### src/rtl/mm_input_arbiter_if.sv
// Handshake and status bundle between the two packet sources, the input arbiter
// and the matching-memory (MMCAM) stage.
interface mm_input_arbiter_if #(
   parameter int PW   = 38,
   parameter int OCCW = 5
);
   logic            Send_in0;
   logic [PW-1:0]   PACKET_IN0;
   logic            Ack_out0;
   logic            Send_in1;
   logic [PW-1:0]   PACKET_IN1;
   logic            Ack_out1;
   logic            Send_out;
   logic [PW-1:0]   PACKET_OUT;
   logic            Ack_in;
   logic            WR_E;
   logic            DEL;
   logic            GRANT;
   logic [OCCW-1:0] OCC;
   logic            MM_FULL;
   logic            OCC_ERR;

   // Environment side: sources, MMCAM stage and its entry strobes.
   modport master (
      output Send_in0, PACKET_IN0, Send_in1, PACKET_IN1, Ack_in, WR_E, DEL,
      input  Ack_out0, Ack_out1, Send_out, PACKET_OUT, GRANT, OCC, MM_FULL, OCC_ERR
   );

   // Arbiter side.
   modport slave (
      input  Send_in0, PACKET_IN0, Send_in1, PACKET_IN1, Ack_in, WR_E, DEL,
      output Ack_out0, Ack_out1, Send_out, PACKET_OUT, GRANT, OCC, MM_FULL, OCC_ERR
   );
endinterface

### src/rtl/mm_input_arbiter.sv
// Two-source round-robin arbiter feeding the MMCAM stage over a 4-phase handshake,
// plus a status-only occupancy tracker driven by the stage's WR_E/DEL strobes.
module mm_input_arbiter #(
   parameter int PW      = 38,
   parameter int ENTRIES = 20,
   parameter int OCCW    = 5
) (
   input logic             CP,
   input logic             MR,
   mm_input_arbiter_if.slave bus
);

   typedef enum logic [1:0] {
      IDLE     = 2'd0,
      SEND     = 2'd1,
      WAIT_LOW = 2'd2
   } state_t;

   localparam logic [OCCW-1:0] OCC_MAX = OCCW'(ENTRIES);

   state_t          state_q, state_d;
   logic [1:0]      ack_q;
   logic [1:0]      send_in;
   logic [1:0]      elig;
   logic            winner;
   logic            grant_fire;
   logic            grant_q;
   logic [PW-1:0]   packet_q;
   logic [OCCW-1:0] occ_q;
   logic            occ_err_q;

   // A source that is still being acknowledged stays out of arbitration, so a
   // held-high Send_in can never cause the same packet to be accepted twice.
   assign send_in = {bus.Send_in1, bus.Send_in0};
   assign elig    = send_in & ~ack_q;
   assign winner  = (elig == 2'b11) ? ~grant_q : elig[1];

   always_ff @(posedge CP) begin
      // NOTE: non-blocking assignments keep every register updating from pre-edge values.
      if (MR) state_q <= IDLE;
      else    state_q <= state_d;
   end

   always_comb begin
      // NOTE: defaults first so no path through the case leaves a signal unassigned (no latch).
      state_d    = state_q;
      grant_fire = 1'b0;
      unique case (state_q)
         IDLE: begin
            if (|elig) begin
               grant_fire = 1'b1;
               state_d    = SEND;
            end
         end
         SEND:     if (bus.Ack_in)  state_d = WAIT_LOW;
         WAIT_LOW: if (!bus.Ack_in) state_d = IDLE;
         default:  state_d = IDLE;
      endcase
   end

   always_ff @(posedge CP) begin
      if (MR) begin
         packet_q <= '0;
         grant_q  <= 1'b1;
         ack_q    <= 2'b00;
      end else begin
         if (grant_fire) begin
            packet_q <= winner ? bus.PACKET_IN1 : bus.PACKET_IN0;
            grant_q  <= winner;
         end
         for (int x = 0; x < 2; x++) begin
            if (grant_fire && (winner == x[0]))
               ack_q[x] <= 1'b1;
            else if (ack_q[x] && !send_in[x])
               ack_q[x] <= 1'b0;
         end
      end
   end

   // Occupancy is reported only; MF packets may match and delete, so a full
   // memory must not stall arbitration.
   always_ff @(posedge CP) begin
      if (MR) begin
         occ_q     <= '0;
         occ_err_q <= 1'b0;
      end else if (bus.WR_E && !bus.DEL) begin
         if (occ_q < OCC_MAX) occ_q     <= occ_q + 1'b1;
         else                 occ_err_q <= 1'b1;
      end else if (bus.DEL && !bus.WR_E) begin
         if (occ_q != '0)     occ_q     <= occ_q - 1'b1;
         else                 occ_err_q <= 1'b1;
      end
   end

   assign bus.Send_out   = (state_q == SEND);
   assign bus.PACKET_OUT = packet_q;
   assign bus.Ack_out0   = ack_q[0];
   assign bus.Ack_out1   = ack_q[1];
   assign bus.GRANT      = grant_q;
   assign bus.OCC        = occ_q;
   assign bus.MM_FULL    = (occ_q == OCC_MAX);
   assign bus.OCC_ERR    = occ_err_q;

endmodule

### src/flat_wrapper.sv
// flat-port wrapper written by rule: the top's interface ports become plain ports
module mm_input_arbiter_flat 
#(
   parameter int PW      = 38,
   parameter int ENTRIES = 20,
   parameter int OCCW    = 5
)
  (CP, MR, bus_Send_in0, bus_PACKET_IN0, bus_Send_in1, bus_PACKET_IN1, bus_Ack_in, bus_WR_E, bus_DEL, bus_Ack_out0, bus_Ack_out1, bus_Send_out, bus_PACKET_OUT, bus_GRANT, bus_OCC, bus_MM_FULL, bus_OCC_ERR);
  mm_input_arbiter_if #(.PW(PW), .OCCW(OCCW)) bus_i ();
  input logic CP;
  input logic MR;
  input wire logic [$bits(bus_i.Send_in0)-1:0] bus_Send_in0;
  input wire logic [$bits(bus_i.PACKET_IN0)-1:0] bus_PACKET_IN0;
  input wire logic [$bits(bus_i.Send_in1)-1:0] bus_Send_in1;
  input wire logic [$bits(bus_i.PACKET_IN1)-1:0] bus_PACKET_IN1;
  input wire logic [$bits(bus_i.Ack_in)-1:0] bus_Ack_in;
  input wire logic [$bits(bus_i.WR_E)-1:0] bus_WR_E;
  input wire logic [$bits(bus_i.DEL)-1:0] bus_DEL;
  output wire logic [$bits(bus_i.Ack_out0)-1:0] bus_Ack_out0;
  output wire logic [$bits(bus_i.Ack_out1)-1:0] bus_Ack_out1;
  output wire logic [$bits(bus_i.Send_out)-1:0] bus_Send_out;
  output wire logic [$bits(bus_i.PACKET_OUT)-1:0] bus_PACKET_OUT;
  output wire logic [$bits(bus_i.GRANT)-1:0] bus_GRANT;
  output wire logic [$bits(bus_i.OCC)-1:0] bus_OCC;
  output wire logic [$bits(bus_i.MM_FULL)-1:0] bus_MM_FULL;
  output wire logic [$bits(bus_i.OCC_ERR)-1:0] bus_OCC_ERR;
  assign bus_i.Send_in0 = bus_Send_in0;
  assign bus_i.PACKET_IN0 = bus_PACKET_IN0;
  assign bus_i.Send_in1 = bus_Send_in1;
  assign bus_i.PACKET_IN1 = bus_PACKET_IN1;
  assign bus_i.Ack_in = bus_Ack_in;
  assign bus_i.WR_E = bus_WR_E;
  assign bus_i.DEL = bus_DEL;
  assign bus_Ack_out0 = bus_i.Ack_out0;
  assign bus_Ack_out1 = bus_i.Ack_out1;
  assign bus_Send_out = bus_i.Send_out;
  assign bus_PACKET_OUT = bus_i.PACKET_OUT;
  assign bus_GRANT = bus_i.GRANT;
  assign bus_OCC = bus_i.OCC;
  assign bus_MM_FULL = bus_i.MM_FULL;
  assign bus_OCC_ERR = bus_i.OCC_ERR;
  mm_input_arbiter #(.PW(PW), .ENTRIES(ENTRIES), .OCCW(OCCW)) u_core (.CP(CP), .MR(MR), .bus(bus_i));
endmodule
### config.mk
export PLATFORM = sky130hd
export DESIGN_NAME = mm_input_arbiter_flat
export DESIGN_NICKNAME = d
export VERILOG_FILES = /design/src/rtl/mm_input_arbiter_if.sv /design/src/rtl/mm_input_arbiter.sv /design/src/flat_wrapper.sv
export SDC_FILE = /design/constraint.sdc
export NUM_CORES = 1
export LEC_CHECK = 0
export BUFFER_PORTS_ARGS = -buffer_cell sky130_fd_sc_hd__buf_2
export CAP_MARGIN = 10
export CORE_MARGIN = 10
export CORE_UTILIZATION = 46
export DETAILED_ROUTE_END_ITERATION = 8
export HOLD_SLACK_MARGIN = 0.03
export PLACE_DENSITY = 0.86
export SYNTH_ARGS = -nofsm -noshare
export SYNTH_HDL_FRONTEND = slang
export SYNTH_SLANG_ARGS = --single-unit
### constraint.sdc
create_clock -name CP -period 5.58 [get_ports CP]
set_input_delay 0.279 -clock CP [delete_from_list [all_inputs] [get_ports CP]]
set_output_delay 0.279 -clock CP [all_outputs]
set_load 0.02 [all_outputs]
==> metrics.cfg <==
[run_status]
status=finished clean

[setup_path]
r2r_setup_slack_ps=3800
cp-end-kind=flip-flop
crit_fanout=14
reg2reg_to=u_core.bus.PACKET_OUT[14]
worst_ep_required_time_ps=5780
r2r_cells=6
worstSetupStartpointType=primary input
critical_path_class=primary input to flip-flop
arrival_ps=2190
cp-endpoint=u_core.bus.OCC[4]
crit_start=bus_DEL
r2r_start=u_core.ack_q[0]

[cts]
cts_tree=yes
cts_resized=0
cts_buffers=5
path_clk_slew_ps=90
clkSinkCount=49
clk_path_buf_depth=2
post_cts_buffers=0
cts_root_buf=clkbuf_8
hold_buffers=0
htreeDepth=2
insertion_delay_ps=300

[pwr]
cell_internal_pwr_uw=685.4
power.share.clock_pct=19.1
leakagePower_uw=0.001422
peakVddDrop_mv=0.1703
switching_share_pct=37.94
p_seq_share_pct=41.7
totalPowerFinal_uw=1104
comb_power_share_pct=39.1
switching_power_uw=418.9
power.density_mw_per_mm2=393.0

[drt]
via_per_inst=5.723
finalWirelength_microns=6771
vias=2209
drt_first_iter_violations=266
wl_per_cell_microns=17.54
drtPass1Iterations=8
drc=0
ant_nets=0

[floorplan]
die_x_microns=87.68
die_y_microns=87.68
pin_count=132
die_area_sq_mm=0.007688
core-area_sq_mm=0.004384
rows=24
start_util_pct=48.06

[grt]
grt_max_degree=51
grt.overflow.total=0
antenna_found_initial=0
grt_pass1_vias=2207
grt_pass1_wl_microns=10470
grtUsageTotal_pct=16.69

[sta]
hold_viol=0
skew_ps=3.539
final.period_utilization_pct=35.81
setup-tns-final_ps=0
max_freq_mhz=500.5
setup_slack_ps=3582
holdWs_ps=217.3
relSlewSlack_pct=42.40
min_period_ps=1998
drv_slew=0
rsz0062_at_grt=no
worst_slew_pin_slew_ps=864.0
setup_viol=0

[synth]
synth_area_per_cell_sq_um=9.846
synth_area_leaders=dfxtp_1 (47%), a222oi_1 (18%), nor2_1 (9.1%)
netlist_area_sq_mm=0.002107
ys_seq_area_share_pct=46.56
synth_fp_nets=302
synth.most_common_cell=nor2_1
ys_types=36
ys_ff_latch=49
yosys.area.top_type=dfxtp_1
synthCells=214
synth_edf_count=0
async_flop_share_pct=0
synth_top_cell_area_share_pct=46.56
synth_common_cells=nor2_1 (51), dfxtp_1 (49), a222oi_1 (38)
ys.flop_type=dfxtp_1
ys_warn_count=0

[layout]
nNetsFinal=422
insertedDiodeCount=0
syn2layout_area_growth_pct=33.37
layout-drive-gt1-share_pct=44.01

[placement]
pre_cts_slack_ps=3288
portBuffers=131
dpl.hpwl_microns=5051
gp_congestion=0.8473

[job]
maxCapViolCount=0

[min_path]
hold_path.class=primary input to flip-flop

[power by group through the flow]
stage	Sequential, uW	Clock, uW	Combinational (uW)
after global routing	470	229	480
after floorplan	530	0	243
after global placement	465	0	424
after detailed placement	467	0	435
final	461	211	432
after CTS	460	217	436
[final cells by class]
cell class | count | area (sq um)
tap | 52 | 65.06
clock inverter | 1 | 7.507
fill | 371 | 1574
inverter | 5 | 18.77
multi-input combinational | 140 | 984.7
timing repair buffer | 133 | 670.6
sequential | 49 | 980.9
clock buffer | 6 | 82.58
[metrics by stage]
step / cell area (sq um) / utilization, % / std cells
final: 2810 / 64.10 / 386
after global routing: 2810 / 64.10 / 386
after CTS: 2810 / 64.10 / 386
after detailed placement: 2720 / 62.04 / 379
after global placement: 2720 / 62.04 / 379
after floorplan: 2107 / - / 214
[worst max-delay path, stage by stage]
cell     delay (ps)
buf_2           110
inv_1            70
ha_1            410
inv_1           140
ha_1            250
or3_1           320
o311a_1         300
o21ai_2          80
a41o_1          200
nor2_1           40
[per-layer routing]
metal | vias up | global-route usage [%] | part of all wire (%)
met5 | - | 0 | 0
met4 | 0 | 6.522 | 1.4
met3 | 8 | 10.03 | 14
met2 | 129 | 24.40 | 47
met1 | 1010 | 19.46 | 38
li1 | 1062 | - | -
[worst min-delay path by stage]
stage / from / cells after the start / slack [ps] / end
2_1_floorplan: bus_Send_in1 / 2 / 420 / u_core.ack_q[1]
3_3_place_gp: u_core.bus.OCC_ERR / 2 / 450 / u_core.bus.OCC_ERR
3_5_place_dp: u_core.bus.OCC_ERR / 2 / 460 / u_core.bus.OCC_ERR
4_1_cts: bus_PACKET_IN0[36] / 3 / 210 / u_core.bus.PACKET_OUT[36]
5_1_grt: bus_PACKET_IN0[7] / 3 / 210 / u_core.bus.PACKET_OUT[7]
6_report: bus_PACKET_IN0[7] / 3 / 220 / u_core.bus.PACKET_OUT[7]
[flip-flops by register name (all words and copies together) (netlist names)]
signal,flops
u_core.state_q,2
u_core.ack_q,2
u_core.bus.OCC_ERR,1
u_core.bus.OCC,5
u_core.bus.GRANT,1
u_core.bus.PACKET_OUT,38
[cell families (layout without fill, tap and decap cells)]
group	Yosys count	after routing	share of synthesized area, %
AOI/OAI and AO/OA	60	60	25.89
xor gates and xnor gates	5	5	2.079
DFF	49	49	46.56
and+or+nand+nor	69	69	15.20
buffers and inverters	25	145	6.829
adders and majority gates	5	5	2.969
muxes	1	1	0.4751
[cells in the final DEF, fill, tap and decap left out, drive strengths merged, types with 3 or more instances in the layout]
cell      n
a222oi   38
nor2     51
nor2b     4
inv       5
dfxtp    49
buf     133
a21oi     8
or3       3
ha        5
o21ai     4
xnor2     3
clkbuf    6
Note: power is estimated with default switching activity, not from simulation.
